[src/rtl/xc_uart_rx.sv]
// 8N1 UART receiver with a 2-flop synchroniser, 3-sample majority vote and a valid/ready byte output.
// Define XC_UART_PARITY_EN to receive 8E1 frames and drive parity_err.
module xc_uart_rx #(
  parameter int unsigned CLK_FREQUENCY = 13300000,
  parameter int unsigned BAUD_RATE     = 57600,
  parameter int unsigned BIT_TICKS     = CLK_FREQUENCY / BAUD_RATE
) (
  input  logic       clki,
  input  logic       rst_n,
  input  logic       rx,
  output logic [7:0] data_out,
  output logic       data_valid,
  input  logic       data_ready,
  output logic       frame_err,
  output logic       overrun_err,
  output logic       parity_err,
  output logic       busy
);

  localparam int unsigned CW   = $clog2(BIT_TICKS);
  localparam int unsigned HALF = BIT_TICKS / 2;

  localparam logic [CW-1:0] CNT_LAST = CW'(BIT_TICKS - 1);
  localparam logic [CW-1:0] CNT_S0   = CW'(HALF - 1);
  localparam logic [CW-1:0] CNT_S1   = CW'(HALF);
  localparam logic [CW-1:0] CNT_DEC  = CW'(HALF + 1);

  localparam logic [2:0] IDLE      = 3'd0;
  localparam logic [2:0] START     = 3'd1;
  localparam logic [2:0] DATA      = 3'd2;
`ifdef XC_UART_PARITY_EN
  localparam logic [2:0] PARITY    = 3'd3;
`endif
  localparam logic [2:0] STOP      = 3'd4;
  localparam logic [2:0] WAIT_HIGH = 3'd5;

  if (BIT_TICKS < 8) begin : g_bit_ticks_check
    $error("xc_uart_rx: BIT_TICKS must be at least 8");
  end

  logic          rx_m, rx_s, rx_d;
  logic [2:0]    state, state_next;
  logic [CW-1:0] cnt, cnt_next;
  logic [2:0]    idx, idx_next;
  logic [7:0]    shreg, shreg_next;
  logic          smp0, smp1;
  logic          maj, wrap, decide;
  logic [7:0]    dout_next;
  logic          dvalid_next, ferr_next, oerr_next, perr_next;
`ifdef XC_UART_PARITY_EN
  logic          par_bad, par_bad_next;
`endif

  assign maj    = (smp0 & smp1) | (smp0 & rx_s) | (smp1 & rx_s);
  assign wrap   = (cnt == CNT_LAST);
  assign decide = (cnt == CNT_DEC);

  // Next-state, counter, shifter and output decode
  always_comb begin
    state_next  = state;
    cnt_next    = wrap ? '0 : cnt + CW'(1);
    idx_next    = idx;
    shreg_next  = shreg;
    dout_next   = data_out;
    dvalid_next = data_valid & ~data_ready;
    ferr_next   = 1'b0;
    oerr_next   = 1'b0;
    perr_next   = 1'b0;
`ifdef XC_UART_PARITY_EN
    par_bad_next = par_bad;
`endif
    case (state)
      IDLE: begin
        cnt_next = '0;
`ifdef XC_UART_PARITY_EN
        par_bad_next = 1'b0;
`endif
        if (rx_d && !rx_s) state_next = START;
      end
      START: begin
        if (decide && maj) begin
          state_next = IDLE;
          cnt_next   = '0;
        end else if (wrap) begin
          state_next = DATA;
          idx_next   = 3'd0;
        end
      end
      DATA: begin
        if (decide) shreg_next = {maj, shreg[7:1]};
        if (wrap) begin
          idx_next = idx + 3'd1;
`ifdef XC_UART_PARITY_EN
          if (idx == 3'd7) state_next = PARITY;
`else
          if (idx == 3'd7) state_next = STOP;
`endif
        end
      end
`ifdef XC_UART_PARITY_EN
      PARITY: begin
        if (decide) par_bad_next = maj ^ (^shreg);
        if (wrap) state_next = STOP;
      end
`endif
      STOP: begin
        // Decide at mid-stop so a back-to-back start edge is not missed
        if (decide) begin
`ifdef XC_UART_PARITY_EN
          perr_next = par_bad;
`endif
          if (maj) begin
            state_next = IDLE;
            if (!data_valid || data_ready) begin
              dout_next   = shreg;
              dvalid_next = 1'b1;
            end else begin
              oerr_next = 1'b1;
            end
          end else begin
            ferr_next  = 1'b1;
            state_next = WAIT_HIGH;
          end
        end
      end
      WAIT_HIGH: begin
        cnt_next = '0;
        if (rx_s) state_next = IDLE;
      end
      default: state_next = IDLE;
    endcase
  end

  // State and output registers
  always_ff @(posedge clki or negedge rst_n) begin
    if (!rst_n) begin
      rx_m        <= 1'b1;
      rx_s        <= 1'b1;
      rx_d        <= 1'b1;
      state       <= IDLE;
      cnt         <= '0;
      idx         <= 3'd0;
      shreg       <= 8'd0;
      smp0        <= 1'b1;
      smp1        <= 1'b1;
      data_out    <= 8'd0;
      data_valid  <= 1'b0;
      frame_err   <= 1'b0;
      overrun_err <= 1'b0;
      parity_err  <= 1'b0;
      busy        <= 1'b0;
`ifdef XC_UART_PARITY_EN
      par_bad     <= 1'b0;
`endif
    end else begin
      rx_m        <= rx;
      rx_s        <= rx_m;
      rx_d        <= rx_s;
      state       <= state_next;
      cnt         <= cnt_next;
      idx         <= idx_next;
      shreg       <= shreg_next;
      if (cnt == CNT_S0) smp0 <= rx_s;
      if (cnt == CNT_S1) smp1 <= rx_s;
      data_out    <= dout_next;
      data_valid  <= dvalid_next;
      frame_err   <= ferr_next;
      overrun_err <= oerr_next;
      parity_err  <= perr_next;
      busy        <= (state_next != IDLE);
`ifdef XC_UART_PARITY_EN
      par_bad     <= par_bad_next;
`endif
    end
  end

endmodule

[config.mk]
export PLATFORM = sky130hd
export DESIGN_NAME = xc_uart_rx
export DESIGN_NICKNAME = d
export VERILOG_FILES = /design/src/rtl/xc_uart_rx.sv
export SDC_FILE = /design/constraint.sdc
export NUM_CORES = 1
export LEC_CHECK = 0
export ABC_AREA = 0
export CAP_MARGIN = 20
export CELL_PAD_IN_SITES_DETAIL_PLACEMENT = 0
export CELL_PAD_IN_SITES_GLOBAL_PLACEMENT = 1
export CORE_ASPECT_RATIO = 0.9
export CORE_UTILIZATION = 35
export DETAILED_ROUTE_END_ITERATION = 10
export GPL_ROUTABILITY_DRIVEN = 0
export GPL_TIMING_DRIVEN = 0
export PLACE_DENSITY_LB_ADDON = 0.1
export SLEW_MARGIN = 15
export SYNTH_ARGS = -nofsm -noshare
export SYNTH_HDL_FRONTEND = slang
export SYNTH_SLANG_ARGS = --single-unit
[constraint.sdc]
create_clock -name clki -period 2.7 [get_ports clki]
set_input_delay 0.54 -clock clki [delete_from_list [all_inputs] [get_ports clki]]
set_output_delay 0.54 -clock clki [all_outputs]
set_load 0.01 [all_outputs]
==> metrics.md, run 1 <==
| Metric | Value |
|---|---|
| Outcome | finished clean |
| Post-CTS Setup Bufs | 0 |
| Crit-path max cell delay | 0.59 ns |
| Initial antenna violation count | 0 |
| Die area | 5440 um2 |
| Critical path class | reg -> reg |
| Longest Clk Path Bufs | 2 |
| Fin Clk Skew | 0.00281 ns |
| Worst-Margin Slew | 0.898 ns |
| Row cnt | 24 |
| Die Ht | 70.1 um |
| Data required time at the worst endpoint | 2.87 ns |
| Max-slew violations | 0 |
| Net count after synthesis | 158 |
| TritonCTS clock tree | built |
| Via density | 4.89 |
| Mapped Area | 1800 um2 |
| First-pass iteration count of the detailed router | 4 |
| Leakage Power | 0.000959 uW |
| Layout cells sized above 1 | 0.233 |
| Inserted Clock Buffers | 5 |
| Root buf cell | clkbuf_8 |
| Ys Warns | 0 |
| Area share of the largest cell type after synthesis | 0.472 |
| Final Critical Period | 2.20 ns |
| Number of remaining DRC errors | 0 |
| Nature of the critical path startpoint | flip-flop |
| Final std cells w/o fill | 237 |
| H-tree depth | 2 |
| Mean Syn Cell Area | 12.2 um2 |
| Fraction of registers with async set/reset | 1.00 |
| Total GRT Usage | 0.131 |
| Maximum VDD drop | 0.279 mV |
| Post-route ant nets | 0 |
| Starting Density | 0.368 |
| Fmax | 0.454 GHz |
| # setup viols final | 0 |
| Most area-consuming cells after synthesis | dfrtp_1 47%, mux2_2 11%, dfstp_2 7.3%, ha_1 4.2%, nand2_1 2.5% |
| Post-synthesis sequential area ratio | 0.545 |
| Final period util | 0.816 |
| Post-DP HPWL | 2280 um |
| Max_cap viols | 0 |
| # clock sinks | 39 |
| Clk_lat worst skew | 0.28 ns |
| Final Hold Viols | 0 |
| CP cell instances | inv_1 -> ha_1 -> and3b_1 -> nand3_2 -> nor4b_4 -> mux2_2 |
| Port Buf Inserts | 15 |
| Most common cell in the netlist | dfrtp_1 |
| DR vias | 1160 |
| #FFs+latches synth | 39 |
| Setup TNS | 0 ns |
| Fill count | 457 |
| Commonest cells post-synth | 34 x dfrtp_1, 17 x mux2_2, 12 x nand2_1 |
| RSZ-0062 raised after global routing | no |
| Max_slew headroom | 0.396 |
| Clock slew seen by the registers of the worst setup and hold paths | 0.08 ns |
| EDFF count, synth | 0 |
| WP data arrival | 2.38 ns |
| Post-Place Cells | 229 |
| IO Pins | 17 |
| Largest fanout on the critical path | 8 |
| Gate Count Post-Synth | 148 |
| WL/cell | 12.9 um |
| Nets | 181 |
| Initial DRC Count | 35 |
| Critical path's slowest cell | nor4b_4 |
| Hold_buf cts | 0 |
| Critical Path Sink Type | flip-flop |
| Predominant post-synthesis flop cell | dfrtp_1 |
| R2R depth | 6 |
| Vias in the first global route | 1197 |
| Area Growth Syn to Fin | 19.9% |
| PostCTS Resize Cnt | 0 |
| Hold Crit Class | in -> async |
| Antenna cells | 0 |
| Netlist cell types | 44 |
| DIE WIDTH | 77.7 um |
| Synth area leader | dfrtp_1 |
| Grt ovf | 0 |
| Largest net degree at the start of global routing | 26 |
| PD cells | 648 nW/um2 |
| First-pass GRT wire length | 5570 um |
| Core Box Area | 4890 um2 |
| Post-Route WL | 3070 um |
-- worst max-delay path, delay by kind of cell, from the launching register on --
family | cells | cell delay, ns
fa+ha+maj | 1 | 0.14
buf+inv | 1 | 0.10
flops | 1 | 0.44
mux | 1 | 0.40
simple gates | 3 | 1.00
-- where the power goes --
part | internal [uW] | switching (uW)
clock | 275 | 200
combinational | 102 | 113
sequential | 643 | 68.4
-- kinds of logic after synthesis --
logic type	share of synthesized area
other cells	0.00208
xor+xnor	0.0292
flops	0.545
simple gates	0.169
compound gates	0.0666
buf+inv	0.0291
fa+ha+maj	0.0472
mux	0.112
-- routing by layer --
metal	vias to the layer above	wire length [um]	GRT usage
met2	20	1370	0.206
met5	-	0	0
met1	568	1540	0.172
li1	565	-	-
met3	7	106	0.0379
met4	0	42	0.0461
-- cell usage in the layout, fill, tap and decap left out, drive strengths merged, types with 2 or more instances in the layout --
cell           count
dfrtp             34
mux2              18
clkdlybuf4s50     14
nand2             12
nor2              12
clkbuf             8
ha                 6
inv                5
dfstp              5
nand3              5
buf                5
xnor2              3
nor3b              3
nand2b             3
xor2               3
and3b              2
a311oi             2
o31ai              2
nor3               2
o21ai              2
a32o               2
clkinv             2
-- path summary, 6_finish.rpt --
kind | start | end | slack, ns
setup / recovery | cnt[0] | data_out[4] | 0.50
setup reg to reg | cnt[0] | data_out[4] | 0.50
hold reg to reg | rx_m | rx_s | 0.36
max in group asynchronous | rst_n | rx_m | 2.03
hold / removal | rst_n | idx[2] | 0.15
min in group clki | rx_m | rx_s | 0.36
-- stage by stage --
stage           util  power [uW]  area, um2  worst slack (ns)  hold WS, ns
2_1_floorplan      -         874       1800             0.789        0.244
3_3_place_gp   0.416         932       2030             0.168        0.346
3_5_place_dp   0.419         940       2050             0.469        0.353
4_1_cts        0.442        1430       2160             0.464        0.153
5_1_grt        0.442        1500       2160             0.278        0.168
6_report       0.442        1400       2160             0.496        0.149
-- sequential cells by signal (all words and copies together), names as in the netlist --
signal       flops
data_valid       1
overrun_err      1
idx              3
rx_m             1
busy             1
rx_d             1
rx_s             1
frame_err        1
data_out         8
state            3
smp1             1
smp0             1
cnt              8
shreg            8
-- final cells by class --
cell class	count	area (um2)	area share
Timing Repair Buffer	16	165	0.0764
Inverter	5	18.8	0.00868
Clock buffer	5	68.8	0.0318
Tap cell	65	81.3	0.0376
Multi-Input combinational cell	98	768	0.355
Clock inverter	3	43.8	0.0203
Buffer	6	33.8	0.0156
Sequential cell	39	982	0.454
No activity file was read; power rests on OpenSTA's default activity.
==> run 2: changes to the inputs <==
- clock period: 2.7 -> 2.15 ns (I/O delays scaled with it)
==> run 2 against run 1 <==
  * Critical path depth fell by 1
  * First-iteration DRC count fell by 5.7%
  * Combinational power rose by 26%
  * Routed wire length rose by 0.49%
  * Global-route usage rose by 0.056 points
  * Critical path type unchanged
  * Largest cell class unchanged
  * Largest power group unchanged
  * Highest routed layer unchanged
==> metrics.md, run 2 (same netlist as run 1, synthesis figures left out) <==
| Metric | Value |
|---|---|
| WP data arrival | 2.11 ns (-0.27 ns) |
| Nets | 182 (+0.55%) |
| Sw frac | 0.271 (-0.000493) |
| First-pass iteration count of the detailed router | 4 (unchanged) |
| WL/cell | 12.9 um (about the same) |
| Internal | 1280 uW (+26%) |
| H-tree depth | 2 (unchanged) |
| Crit-path max cell delay | 0.59 ns (about the same) |
| Flop pwr share | 0.508 (about the same) |
| Number of remaining DRC errors | 0 (unchanged) |
| Post-Route WL | 3080 um (+0.49%) |
| Post-route ant nets | 0 (unchanged) |
| IO Pins | 17 (unchanged) |
| Die Ht | 70.1 um (unchanged) |
| PD cells | 809 nW/um2 (+25%) |
| Root buf cell | clkbuf_8 |
| First-pass GRT wire length | 5600 um (+0.61%) |
| Clock Power Share | 0.338 (about the same) |
| Initial DRC Count | 33 (-5.7%) |
| Nature of the critical path startpoint | flip-flop |
| Grt ovf | 0 (unchanged) |
| Maximum VDD drop | 0.350 mV (+25%) |
| Commonest non-fill, non-tap cells in the layout | 34 x dfrtp_1, 17 x mux2_2, 14 x clkdlybuf4s50_1, 12 x nand2_1, 11 x nor2_1 |
| Max_slew headroom | 0.622 (+0.226) |
| Fmax | 0.518 GHz (+14%) |
| Data required time at the worst endpoint | 2.33 ns (-0.54 ns) |
| Critical path class | reg -> reg |
| Post-DP HPWL | 2280 um (unchanged) |
| Max-slew violations | 0 (unchanged) |
| Row cnt | 24 (unchanged) |
| Total GRT Usage | 0.132 (+0.000564) |
| Hold_buf cts | 0 (unchanged) |
| Dpl cell area | 2050 um2 (unchanged) |
| CP cell instances | maj3_1 -> nand3_2 -> nor4b_4 -> buf_4 -> mux2_2 |
| Power Total | 1760 uW (+26%) |
| Die area | 5440 um2 (unchanged) |
| Clk_lat worst skew | 0.29 ns (about the same) |
| Final Critical Period | 1.93 ns (-0.274 ns) |
| Max_cap viols | 0 (unchanged) |
| Outcome | finished clean |
| Largest fanout on the critical path | 8 (unchanged) |
| TritonCTS clock tree | built |
| Starting Density | 0.368 (unchanged) |
| Leakage Power | 0.000967 uW (+0.86%) |
| Area Growth Syn to Fin | 20.7% |
| Initial antenna violation count | 0 (unchanged) |
| Antenna cells | 0 (unchanged) |
| Port Buf Inserts | 15 (unchanged) |
| Core Box Area | 4890 um2 (unchanged) |
| DIE WIDTH | 77.7 um (unchanged) |
| Largest net degree at the start of global routing | 26 (unchanged) |
| Critical path's slowest cell | dfstp_2 |
| Layout cells sized above 1 | 0.249 (+0.0160) |
| # clock sinks | 39 (unchanged) |
| Top Registers | cnt (8), data_out (8), shreg (8) |
| RSZ-0062 raised after global routing | no |
| Hold Crit Class | in -> async |
| Clock slew seen by the registers of the worst setup and hold paths | 0.08 ns (about the same) |
| # setup viols final | 0 (unchanged) |
| Worst-Margin Slew | 0.564 ns (-0.334 ns) |
| Longest Clk Path Bufs | 2 (unchanged) |
| Leading cell type in the layout, fill and taps excluded | dfrtp_1 |
| DR vias | 1166 (+0.52%) |
| Final Hold Viols | 0 (unchanged) |
| Sw power | 477 uW (+25%) |
| Via density | 4.90 (about the same) |
| Fin Clk Skew | 0.00353 ns (+0.000716 ns) |
| Vias in the first global route | 1205 (+0.67%) |
| Critical Path Sink Type | flip-flop |
| Final period util | 0.898 (+0.0815) |
| Inserted Clock Buffers | 5 (unchanged) |
| Design Area, Final | 2180 um2 (+0.64%) |
| Comb power frac | 0.154 (about the same) |
| R2R depth | 5 (-1) |
[run 2: cell types whose count changed in the layout (fill, tap and decap cells not counted)]
cell	change
and3b_1	-1
o31ai_1	-1
o31ai_2	+1
and3b_2	+1
buf_4	+1
[run 2: power by group through the flow]
stage          registers (uW)  logic [uW]  clock network [uW]
4_1_cts                   893         274                 625
3_5_place_dp              906         274                   0
6_report                  894         271                 595
5_1_grt                   910         310                 658
3_3_place_gp              906         265                   0
2_1_floorplan             886         211                   0
[run 2: layout make-up]
class	instances	area (um2)
fillers	455	2720
flip-flops and latches	39	982
multi-input cells	98	774
repair buffers	17	173
well taps	65	81.3
clock buffers	5	68.8
clock inverters	3	43.8
plain buffers	6	33.8
inverters	5	18.8
[run 2: layer usage]
| layer | part of all wire | GRT usage | routed length (um) | vias to the layer above |
|---|---|---|---|---|
| met2 | 0.45 | 0.206 | 1380 | 20 |
| met3 | 0.035 | 0.0379 | 109 | 8 |
| li1 | - | - | - | 566 |
| met5 | 0 | 0 | 0 | - |
| met1 | 0.50 | 0.174 | 1550 | 572 |
| met4 | 0.014 | 0.0461 | 44 | 0 |
[run 2: what timing repair did]
action | 4_1_cts | 5_1_grt
endpoints found under the setup margin | 15 | 11
buffers inserted | 1 | 0
gates resized for setup | 1 | 1
pin swaps | 1 | 0
[run 2: worst max-delay path: cells and delay by family, from the launching register on]
family	cells	cell delay, ns
flops	1	0.59
fa+ha+maj	1	0.34
mux	1	0.34
simple gates	2	0.34
buf+inv	1	0.21
[run 2: metrics by stage]
step	std cells	TNS [ns]	hold slack, ns	utilization	setup WS (ns)
floorplan	148	0	0.134	-	0.239
CTS	238	0	0.0428	0.444	0.147
global route	238	0	0.0580	0.445	0.0721
detailed placement	229	-0.733	0.353	0.419	-0.0663
global placement	228	-9.39	0.346	0.416	-0.272
finish	238	0	0.0394	0.445	0.220
[run 2: path summary, 6_finish.rpt]
check / start / to / slack, ns
worst min register to register: rx_m / rx_s / 0.36
worst max register to register: rx_s / data_out[4] / 0.22
min in group clki: rx_m / rx_s / 0.36
max in group asynchronous: rst_n / smp0 / 1.59
worst max-delay path: rx_s / data_out[4] / 0.22
worst min-delay path: rst_n / idx[2] / 0.04
==> run 3: changes to the inputs <==
- CELL_PAD_IN_SITES_DETAIL_PLACEMENT: 0 -> unset
- CELL_PAD_IN_SITES_GLOBAL_PLACEMENT: 1 -> unset
- CTS_CLUSTER_SIZE: unset -> 28
- PLACE_DENSITY_LB_ADDON: 0.1 -> unset
==> run 3 against run 2 <==
  * Count of clock-buffer cells in the layout did not move
  * Maximum frequency fell by 0.67%
  * Largest power group unchanged
  * Total power is 0.70% higher
  * Setup slack got worse by 0.013 ns
  * Non-clock buffer count did not move
  * Worst hold slack better by 0.0027 ns
  * Global-route usage rose by 0.34 points
  * Largest cell class unchanged
  * Highest routed layer unchanged
  * Critical path type unchanged
  * Cell area is 0.57% higher
  * Utilization up 0.26 points
  * First-iteration DRC count rose to 2.8 times the previous value
==> metrics.md, run 3 (same netlist as run 1, synthesis figures left out) <==
| Metric | Value |
|---|---|
| Outcome | finished clean |
| Data required time at the worst endpoint | 2.33 ns (about the same) |
| Port Buf Inserts | 15 (unchanged) |
| Via density | 4.99 (+1.8%) |
| Largest net degree at the start of global routing | 27 (+3.8%) |
| DIE WIDTH | 77.7 um (unchanged) |
| Met3 WL | 80 um (-27%) |
| Final Hold Viols | 0 (unchanged) |
| WL/cell | 13.2 um (+1.9%) |
| Final period util | 0.904 (+0.00609) |
| Hold Crit Class | in -> async |
| WL met2 | 1540 um (+12%) |
| Clock slew seen by the registers of the worst setup and hold paths | 0.08 ns (about the same) |
| # clock sinks | 39 (unchanged) |
| Buf/Inv on CP | 2 (+1) |
| Initial antenna violation count | 0 (unchanged) |
| Max-slew violations | 0 (unchanged) |
| Grt ovf | 0 (unchanged) |
| Reg2Reg Setup Slack | 0.21 ns (about the same) |
| Post-route ant nets | 0 (unchanged) |
| Fmax | 0.515 GHz (-0.67%) |
| Nets | 182 (unchanged) |
| DR vias | 1187 (+1.8%) |
| Die area | 5440 um2 (unchanged) |
| DR top layer | met4 |
| First-pass iteration count of the detailed router | 4 (unchanged) |
| Clk_lat worst skew | 0.29 ns (about the same) |
| Post-DP HPWL | 2330 um (+2.1%) |
| IO Pins | 17 (unchanged) |
| WP data arrival | 2.12 ns (about the same) |
| Post-Route WL | 3140 um (+1.9%) |
| Nature of the critical path startpoint | flip-flop |
| Initial DRC Count | 93 (+180%) |
| Top Registers | cnt (8), data_out (8), shreg (8) |
| Leakage Power | 0.000970 uW (+0.36%) |
| Number of remaining DRC errors | 0 (unchanged) |
| Critical path's slowest cell | dfrtp_1 |
| Power Total | 1770 uW (+0.70%) |
| Cell family with most CP delay | simple AND/OR/NAND/NOR gates |
| DRT met1 WL | 1470 um (-4.8%) |
| Final Critical Period | 1.94 ns (+0.0131 ns) |
| Crit-path max cell delay | 0.45 ns (-0.14 ns) |
| Maximum VDD drop | 0.455 mV (+30%) |
| Setup TNS | 0 ns (unchanged) |
| PD cells | 810 nW/um2 (+0.12%) |
| Root buf cell | clkbuf_8 |
| # setup viols final | 0 (unchanged) |
| Largest fanout on the critical path | 8 (unchanged) |
| Critical Path Sink Type | flip-flop |
| TritonCTS clock tree | built |
| H-tree depth | 2 (unchanged) |
| Dpl cell area | 2060 um2 (+0.37%) |
| Worst-Margin Slew | 0.613 ns (+0.0490 ns) |
| Longest Clk Path Bufs | 2 (unchanged) |
| Core Box Area | 4890 um2 (unchanged) |
| Area Growth Syn to Fin | 21.4% |
| Leading cell type in the layout, fill and taps excluded | dfrtp_1 |
| Layout cells sized above 1 | 0.249 (unchanged) |
| Max_cap viols | 0 (unchanged) |
| Antenna cells | 0 (unchanged) |
| First-pass GRT wire length | 5650 um (+0.87%) |
| Commonest non-fill, non-tap cells in the layout | 34 x dfrtp_1, 17 x mux2_2, 14 x clkdlybuf4s50_1, 12 x nand2_1, 11 x nor2_1 |
| CP cell instances | inv_1 -> ha_1 -> and3b_2 -> nand3_2 -> nor4b_4 -> buf_4 -> mux2_2 |
| RSZ-0062 raised after global routing | no |
| Critical path class | reg -> reg |
| Die Ht | 70.1 um (unchanged) |
| Max_slew headroom | 0.591 (-0.0313) |
| Inserted Clock Buffers | 5 (unchanged) |
| Row cnt | 24 (unchanged) |
| Starting Density | 0.368 (unchanged) |
| Total GRT Usage | 0.135 (+0.00338) |
| Vias in the first global route | 1183 (-1.8%) |
| Design Area, Final | 2190 um2 (+0.57%) |
| Fin Clk Skew | 0.00610 ns (+0.00257 ns) |
-- run 3: cell types whose count changed in the layout (fill, tap and decap cells not counted) --
cell,before,now
nor2_4,0,1
buf_16,0,1
buf_12,1,0
nor2_2,1,0
-- run 3: stage by stage --
stage	util	cells	hold WS, ns	setup WS, ns
floorplan	-	148	0.134	0.239
global placement	0.416	228	0.347	-0.204
detailed placement	0.420	229	0.353	-0.0822
CTS	0.446	238	0.0487	0.140
global route	0.447	238	0.0523	0.0346
finish	0.447	238	0.0421	0.207
-- run 3: timing repair --
item                                    CTS  global route
hold buffers                              0             0
pin swaps                                 1             0
endpoints found under the setup margin   14            16
gates resized for setup                   1             2
buffers inserted                          1             0
-- run 3: cell type report --
type                    count  area, um2
plain buffers               6       33.8
clock buffers               5       68.8
well taps                  65       81.3
flip-flops and latches     39        982
clock inverters             3       43.8
fillers                   454       2710
repair buffers             17        180
multi-input cells          98        779
inverters                   5       18.8
-- run 3: metal layers --
metal | up-vias | track usage
met5 | - | 0
met4 | 0 | 0.0629
met3 | 4 | 0.0314
met2 | 14 | 0.211
met1 | 602 | 0.177
li1 | 567 | -
-- run 3: worst paths after layout --
path	startpoint	to	cells after the start
min in group clki	rx_m	rx_s	0
min	rst_n	cnt[3]	1
max in group asynchronous	rst_n	rx_d	2
min reg2reg	rx_m	rx_s	0
max reg2reg	cnt[0]	data_out[7]	7
max	cnt[0]	data_out[7]	7
-- run 3: worst reg2reg max path: stages, from the launching register on --
cell and delay, ns:
dfrtp_1 0.45, inv_1 0.11, ha_1 0.16, and3b_2 0.24
nand3_2 0.11, nor4b_4 0.21, buf_4 0.21, mux2_2 0.34
-- run 3: power by group --
part	internal (uW)	leakage, uW	switching [uW]
clock network	345	0.0000581	254
registers	808	0.000503	86.9
logic	133	0.000409	145
total	1290	0.000970	486
